File: config.mk
export PLATFORM = sky130hd
export DESIGN_NAME = module_memory_ctrl
export DESIGN_NICKNAME = d
export VERILOG_FILES = /design/src/rtl/module_memory_ctrl_pkg.sv /design/src/rtl/module_memory_ctrl_array.sv /design/src/rtl/module_memory_ctrl.sv
export SDC_FILE = /design/constraint.sdc
export NUM_CORES = 1
export LEC_CHECK = 0
export BUFFER_PORTS_ARGS = -buffer_cell sky130_fd_sc_hd__buf_4
export CORE_ASPECT_RATIO = 1.4
export CORE_MARGIN = 1.5
export CORE_UTILIZATION = 55
export DETAILED_ROUTE_END_ITERATION = 10
export PLACE_DENSITY = 0.75
export SYNTH_ARGS = -nofsm -noshare
export SYNTH_HDL_FRONTEND = slang
export SYNTH_SLANG_ARGS = --single-unit
File: constraint.sdc
create_clock -name clk -period 2.3 [get_ports clk]
set_clock_uncertainty 0.2 [all_clocks]
set_input_delay 0.46 -clock clk [delete_from_list [all_inputs] [get_ports clk]]
set_output_delay 0.46 -clock clk [all_outputs]
set_load 0.02 [all_outputs]
File: src/rtl/module_memory_ctrl_pkg.sv
// Shared definitions for the memory controller slice: FSM state encoding,
// legal read-latency range, lane-count derivation and a parameter legality
// predicate evaluated at elaboration by the blocks that import it.
package memory_defs;

  typedef enum logic {
    ST_CLEAR = 1'b0,
    ST_RUN   = 1'b1
  } state_e;

  localparam int unsigned LAT_MIN = 1;
  localparam int unsigned LAT_MAX = 2;

  // Number of independently writable lanes in one word.
  function automatic int unsigned lanes_of(input int unsigned dw, input int unsigned bw);
    return dw / bw;
  endfunction

  function automatic bit params_legal(input int unsigned dw, input int unsigned bw,
                                      input int unsigned lat);
    return (bw != 0) && (dw >= bw) && ((dw % bw) == 0) && (lat >= LAT_MIN) && (lat <= LAT_MAX);
  endfunction

endpackage

File: src/rtl/module_memory_ctrl_array.sv
// Byte-enable single-port RAM with a registered read.
// Ports:
//   clk_i    clock
//   we_i     write strobe; lanes selected by be_i are written at addr_i
//   re_i     read strobe; rdata_o loads word at addr_i on the same edge
//   addr_i   word address (shared by read and write)
//   wdata_i  write data
//   be_i     per-lane write enable
//   rdata_o  registered read data, holds between reads
module module_memory_array
  import memory_defs::*;
#(
  parameter int unsigned DATA_LENGTH = 8,
  parameter int unsigned ADDR_LENGTH = 4,
  parameter int unsigned BYTE_LENGTH = 8
) (
  input  logic                                          clk_i,
  input  logic                                          we_i,
  input  logic                                          re_i,
  input  logic [ADDR_LENGTH-1:0]                        addr_i,
  input  logic [DATA_LENGTH-1:0]                        wdata_i,
  input  logic [lanes_of(DATA_LENGTH, BYTE_LENGTH)-1:0] be_i,
  output logic [DATA_LENGTH-1:0]                        rdata_o
);

  localparam int unsigned LANES = lanes_of(DATA_LENGTH, BYTE_LENGTH);
  localparam int unsigned DEPTH = 2 ** ADDR_LENGTH;

  logic [DATA_LENGTH-1:0] mem_q [DEPTH];
  logic [DATA_LENGTH-1:0] rdata_q;

  always_ff @(posedge clk_i) begin
    if (we_i) begin
      for (int unsigned i = 0; i < LANES; i++) begin
        if (be_i[i]) begin
          mem_q[addr_i][i*BYTE_LENGTH +: BYTE_LENGTH] <= wdata_i[i*BYTE_LENGTH +: BYTE_LENGTH];
        end
      end
    end
    if (re_i) begin
      rdata_q <= mem_q[addr_i];
    end
  end

  assign rdata_o = rdata_q;

endmodule

File: src/rtl/module_memory_ctrl.sv
// Memory controller: single-port RAM behind a req/ready handshake, with
// byte-lane writes, read latency of 1 or 2 and an optional post-reset sweep
// that writes CLEAR_VALUE to every word.
// Ports:
//   clk         clock, rising edge
//   rst_n       synchronous active-low reset
//   req         request strobe, accepted when req && ready
//   ready       request can be accepted this cycle
//   read_write  1 = write, 0 = read
//   address     word address
//   data_in     write data
//   byte_en     per-lane write enable (writes only)
//   data_out    read data, holds last result
//   data_valid  one-cycle pulse per read result
//   init_done   sticky, set once the controller is in service
module module_memory_ctrl
  import memory_defs::*;
#(
  parameter int unsigned            DATA_LENGTH    = 8,
  parameter int unsigned            ADDR_LENGTH    = 4,
  parameter int unsigned            BYTE_LENGTH    = 8,
  parameter int unsigned            READ_LATENCY   = 1,
  parameter bit                     CLEAR_ON_RESET = 1'b1,
  parameter logic [DATA_LENGTH-1:0] CLEAR_VALUE    = '0
) (
  input  logic                                          clk,
  input  logic                                          rst_n,
  input  logic                                          req,
  output logic                                          ready,
  input  logic                                          read_write,
  input  logic [ADDR_LENGTH-1:0]                        address,
  input  logic [DATA_LENGTH-1:0]                        data_in,
  input  logic [lanes_of(DATA_LENGTH, BYTE_LENGTH)-1:0] byte_en,
  output logic [DATA_LENGTH-1:0]                        data_out,
  output logic                                          data_valid,
  output logic                                          init_done
);

  localparam int unsigned LANES = lanes_of(DATA_LENGTH, BYTE_LENGTH);
  localparam int unsigned DEPTH = 2 ** ADDR_LENGTH;
  localparam logic [ADDR_LENGTH:0] CLR_LAST = (ADDR_LENGTH + 1)'(DEPTH - 1);
  localparam state_e RESET_STATE = CLEAR_ON_RESET ? ST_CLEAR : ST_RUN;

  if (!params_legal(DATA_LENGTH, BYTE_LENGTH, READ_LATENCY)) begin : g_param_check
    $error("module_memory_ctrl: illegal DATA_LENGTH/BYTE_LENGTH/READ_LATENCY combination");
  end

  state_e                 state_q, state_d;
  logic [ADDR_LENGTH:0]   clr_addr_q, clr_addr_d;
  logic                   ready_q, init_done_q;
  logic                   accept, rd_accept, wr_accept;

  logic                   arr_we, arr_re;
  logic [ADDR_LENGTH-1:0] arr_addr;
  logic [DATA_LENGTH-1:0] arr_wdata, arr_rdata;
  logic [LANES-1:0]       arr_be;

  logic                   rd_valid_q;
  logic                   pres_valid;
  logic [DATA_LENGTH-1:0] pres_data;
  logic [DATA_LENGTH-1:0] data_out_q;
  logic                   data_valid_q;

  // rst_n gates acceptance so nothing touches the array on a reset edge.
  assign accept    = req & ready_q & rst_n;
  assign rd_accept = accept & ~read_write;
  assign wr_accept = accept & read_write;

  always_comb begin
    state_d    = state_q;
    clr_addr_d = clr_addr_q;
    arr_we     = wr_accept;
    arr_re     = rd_accept;
    arr_addr   = address;
    arr_wdata  = data_in;
    arr_be     = byte_en;
    case (state_q)
      ST_CLEAR: begin
        // Sweep owns the single write port; ready is low so no user access.
        arr_we     = rst_n;
        arr_re     = 1'b0;
        arr_addr   = clr_addr_q[ADDR_LENGTH-1:0];
        arr_wdata  = CLEAR_VALUE;
        arr_be     = '1;
        clr_addr_d = clr_addr_q + (ADDR_LENGTH + 1)'(1);
        if (clr_addr_q == CLR_LAST) begin
          state_d = ST_RUN;
        end
      end
      ST_RUN: begin
      end
    endcase
  end

  always_ff @(posedge clk) begin
    if (!rst_n) begin
      state_q      <= RESET_STATE;
      clr_addr_q   <= '0;
      ready_q      <= 1'b0;
      init_done_q  <= 1'b0;
      rd_valid_q   <= 1'b0;
      data_valid_q <= 1'b0;
      data_out_q   <= '0;
    end else begin
      state_q      <= state_d;
      clr_addr_q   <= clr_addr_d;
      ready_q      <= (state_d == ST_RUN);
      init_done_q  <= init_done_q | (state_d == ST_RUN);
      rd_valid_q   <= rd_accept;
      data_valid_q <= pres_valid;
      if (pres_valid) begin
        data_out_q <= pres_data;
      end
    end
  end

  // Array output register is stage 0; latency 2 inserts one more stage
  // before the data_out register.
  if (READ_LATENCY == 2) begin : g_lat2
    logic                   stage_valid_q;
    logic [DATA_LENGTH-1:0] stage_data_q;

    always_ff @(posedge clk) begin
      if (!rst_n) begin
        stage_valid_q <= 1'b0;
      end else begin
        stage_valid_q <= rd_valid_q;
        if (rd_valid_q) begin
          stage_data_q <= arr_rdata;
        end
      end
    end

    assign pres_valid = stage_valid_q;
    assign pres_data  = stage_data_q;
  end else begin : g_lat1
    assign pres_valid = rd_valid_q;
    assign pres_data  = arr_rdata;
  end

  module_memory_array #(
    .DATA_LENGTH(DATA_LENGTH),
    .ADDR_LENGTH(ADDR_LENGTH),
    .BYTE_LENGTH(BYTE_LENGTH)
  ) u_array (
    .clk_i  (clk),
    .we_i   (arr_we),
    .re_i   (arr_re),
    .addr_i (arr_addr),
    .wdata_i(arr_wdata),
    .be_i   (arr_be),
    .rdata_o(arr_rdata)
  );

  assign ready      = ready_q;
  assign init_done  = init_done_q;
  assign data_out   = data_out_q;
  assign data_valid = data_valid_q;

endmodule

==> flow_summary.yaml <==
clock_tree:
  cts_hold_buf: 0
  numCtsBuffers: 17
  cts_max_path_buffers: 2
  cts-root-buf: "clkbuf_16"
  clock_latency_ns: 0.42
  cts_tree: "done"
  cts_sinks: 153
  htreeDepth: 4
  clkTransAtPathRegs_ns: 0.06
critical_path:
  startpoint_type: "register"
  cp.required_ns: 2.26
  crit_chain: "mux2i_4 -> buf_6 -> buf_12 -> buf_16 -> mux2i_2 -> o22ai_2 -> or4_1"
  crit_buf_inv: 3
  cp-end-kind: "register"
  path_delay_family: "simple AND/OR/NAND/NOR gates"
  cp_slowest_cell: "or4_1"
  cp_max_fo: 8
  critical-path-max-stage-delay_ns: 0.52
  rrSetupSlack_ns: -0.08
  crit_type: "register to register"
  cp.arrival_ns: 2.35
power:
  power_mw: 6.274
  p_leak_nw: 2.890
  power_density_nw_per_um2: 793.5
  ir_drop_mv: 0.6521
synth:
  synthMuxAreaShare_pct: 7.198
  synth-compound-area-share_pct: 10.45
  postSynth.asyncResetShare_pct: 0
  syn-cell-area_um2: 6345
  synthSimpleGateAreaFrac_pct: 8.933
  synth_fa_ha_area_share_pct: 0.3944
  synth_edf_count: 136
  ys_types: 41
  synth_warnings: 0
  synth_xor_xnor_area_share_pct: 0.4141
  synth_seq_cells: 153
  syn_inst: 433
  synth.net_count: 452
  synth_top_family_by_area: "compound AO/OA/AOI/OAI gates"
  yosysSeqAreaShare_pct: 69.73
  syn_avg_cell_area_um2: 14.65
  ys.flop_type: "edfxtp_1"
sta:
  finalCritPeriodShare_pct: 103.6
  fin_ws_ns: -0.08204
  hold_slack_ns: 0.02084
  worst_slew_pin_slew_ns: 0.7625
  slew_violations: 0
  hold_viol_final: 0
  max_freq_mhz: 419.8
  setup_viol: 48
  period_needed_ns: 2.382
  rsz0062_at_grt: "yes"
  relSlewSlack_pct: 49.17
floorplanning:
  chipWidth_um: 93.78
  io_pins: 28
  start_util_pct: 56.24
  core_um2: 11280
  dieArea_um2: 12200
  row_count: 46
  die_h_um: 130.1
outcome:
  violations: "setup timing"
  status: "complete, but fails checks"
placed_design:
  port_buffers: 27
  dpl_cell_area_um2: 6987
  dp_hpwl_um: 10000
  gp_congestion: 0.8611
  pre_cts_ws_ns: -0.2172
job:
  drv_cap: 0
global_route:
  grt-ovfl-total: 0
  grt_pass1_wl_um: 24650
  grt_pass1_vias: 4436
  grtUsageTotal_pct: 28.46
  antenna_found_initial: 0
  grt_max_degree: 23
min_path:
  worstHoldPathType: "input pin to register"
finish:
  fillers: 715
  n_antenna_cell: 0
  layout_common_cells: "edfxtp_1 (136), buf_4 (74), o21ai_0 (43)"
  syn2layout_area_growth_pct: 24.61
  drive_gt1_share_pct: 30.21
  final_util_pct: 70.09
  fin_nets: 529
  final_common_cell: "edfxtp_1"
  stdcell_area_um2: 7906
routing:
  ant_nets: 0
  dr_total_vias: 4333
  detail_route.wl_per_cell_um: 24.70
  drt-initial-drc-count: 525
  drc: 0
  dr.pass1.iters: 8
  vias_per_cell: 6.496
  wl_um: 16480
-- state kept, by name, summed over array words and instances, names as in the netlist --
name / count
u_array.mem_q: 128
clr_addr_q: 5
pres_valid: 1
ready: 1
data_out: 8
data_valid: 1
u_array.rdata_o: 8
init_done: 1
-- metal layers --
layer,GRT usage (%),part of all wire [%],up-vias
met2,46.21,51,281
li1,-,-,1884
met4,19.14,5.5,0
met5,0,0,-
met1,33.04,35,2100
met3,7.692,8.3,68
-- area by class of cell --
class | instances | area [um2] | area share [%]
well taps | 144 | 180.2 | 2.279
multi-input cells | 248 | 1932 | 24.43
inverters | 4 | 15.01 | 0.1899
clock inverters | 12 | 151.4 | 1.915
repair buffers | 86 | 749.5 | 9.479
flip-flops and latches | 153 | 4432 | 56.05
clock buffers | 20 | 446.7 | 5.650
-- through the flow --
step	instances	setup TNS (ns)
after floorplan	433	-0.05875
after global placement	627	-1.817
after detailed placement	627	-4.748
after CTS	667	-0.1458
after global routing	667	-4.041
final	667	-1.162
-- report_power, final --
group / switching, mW / internal, mW / total, mW
registers: 0.0155 / 3.02 / 3.04
logic: 0.228 / 0.190 / 0.418
clock network: 1.09 / 1.73 / 2.82
-- cell usage after synthesis (4+ instances only) --
master | count | area [um2]
and4b_1 | 16 | 160.2
or4_1 | 8 | 60.06
nor3_1 | 4 | 20.02
buf_2 | 10 | 50.05
o22ai_1 | 16 | 100.1
nor2_1 | 37 | 138.9
a31oi_1 | 16 | 100.1
clkbuf_1 | 9 | 33.78
o21ai_2 | 4 | 35.03
nand2_1 | 5 | 18.77
dfxtp_1 | 17 | 340.3
mux2i_1 | 43 | 430.4
o21ai_0 | 45 | 225.2
edfxtp_1 | 136 | 4084
and2_1 | 9 | 56.30
a41oi_1 | 16 | 140.1
buf_6 | 6 | 67.56
-- worst paths after layout --
path | startpoint | end | cells past startpoint
min | read_write | pres_valid | 2
max | ready | u_array.rdata_o[4] | 7
min reg2reg | init_done | init_done | 1
max reg2reg | ready | u_array.rdata_o[4] | 7
-- worst reg2reg max path, cell delays in order, from the launching register on --
cell     delay, ns
dfxtp_4       0.39
mux2i_4       0.26
buf_6         0.15
buf_12        0.12
buf_16        0.14
mux2i_2       0.22
o22ai_2       0.13
or4_1         0.52
-- what timing repair did --
action                                  CTS  global route
pin swaps                                 7             6
gates cloned                              3             0
setup buffers                             5             1
resized for setup                        18            32
endpoints found under the setup margin   16            91
-- cell families (layout without fill, tap and decap cells) --
family | count (synthesis) | after routing
flops | 153 | 153
compound gates | 105 | 105
fa+ha+maj | 2 | 2
buf+inv | 32 | 122
xor+xnor | 3 | 3
mux | 45 | 45
simple gates | 93 | 93
No activity file was read; power rests on OpenSTA's default activity.
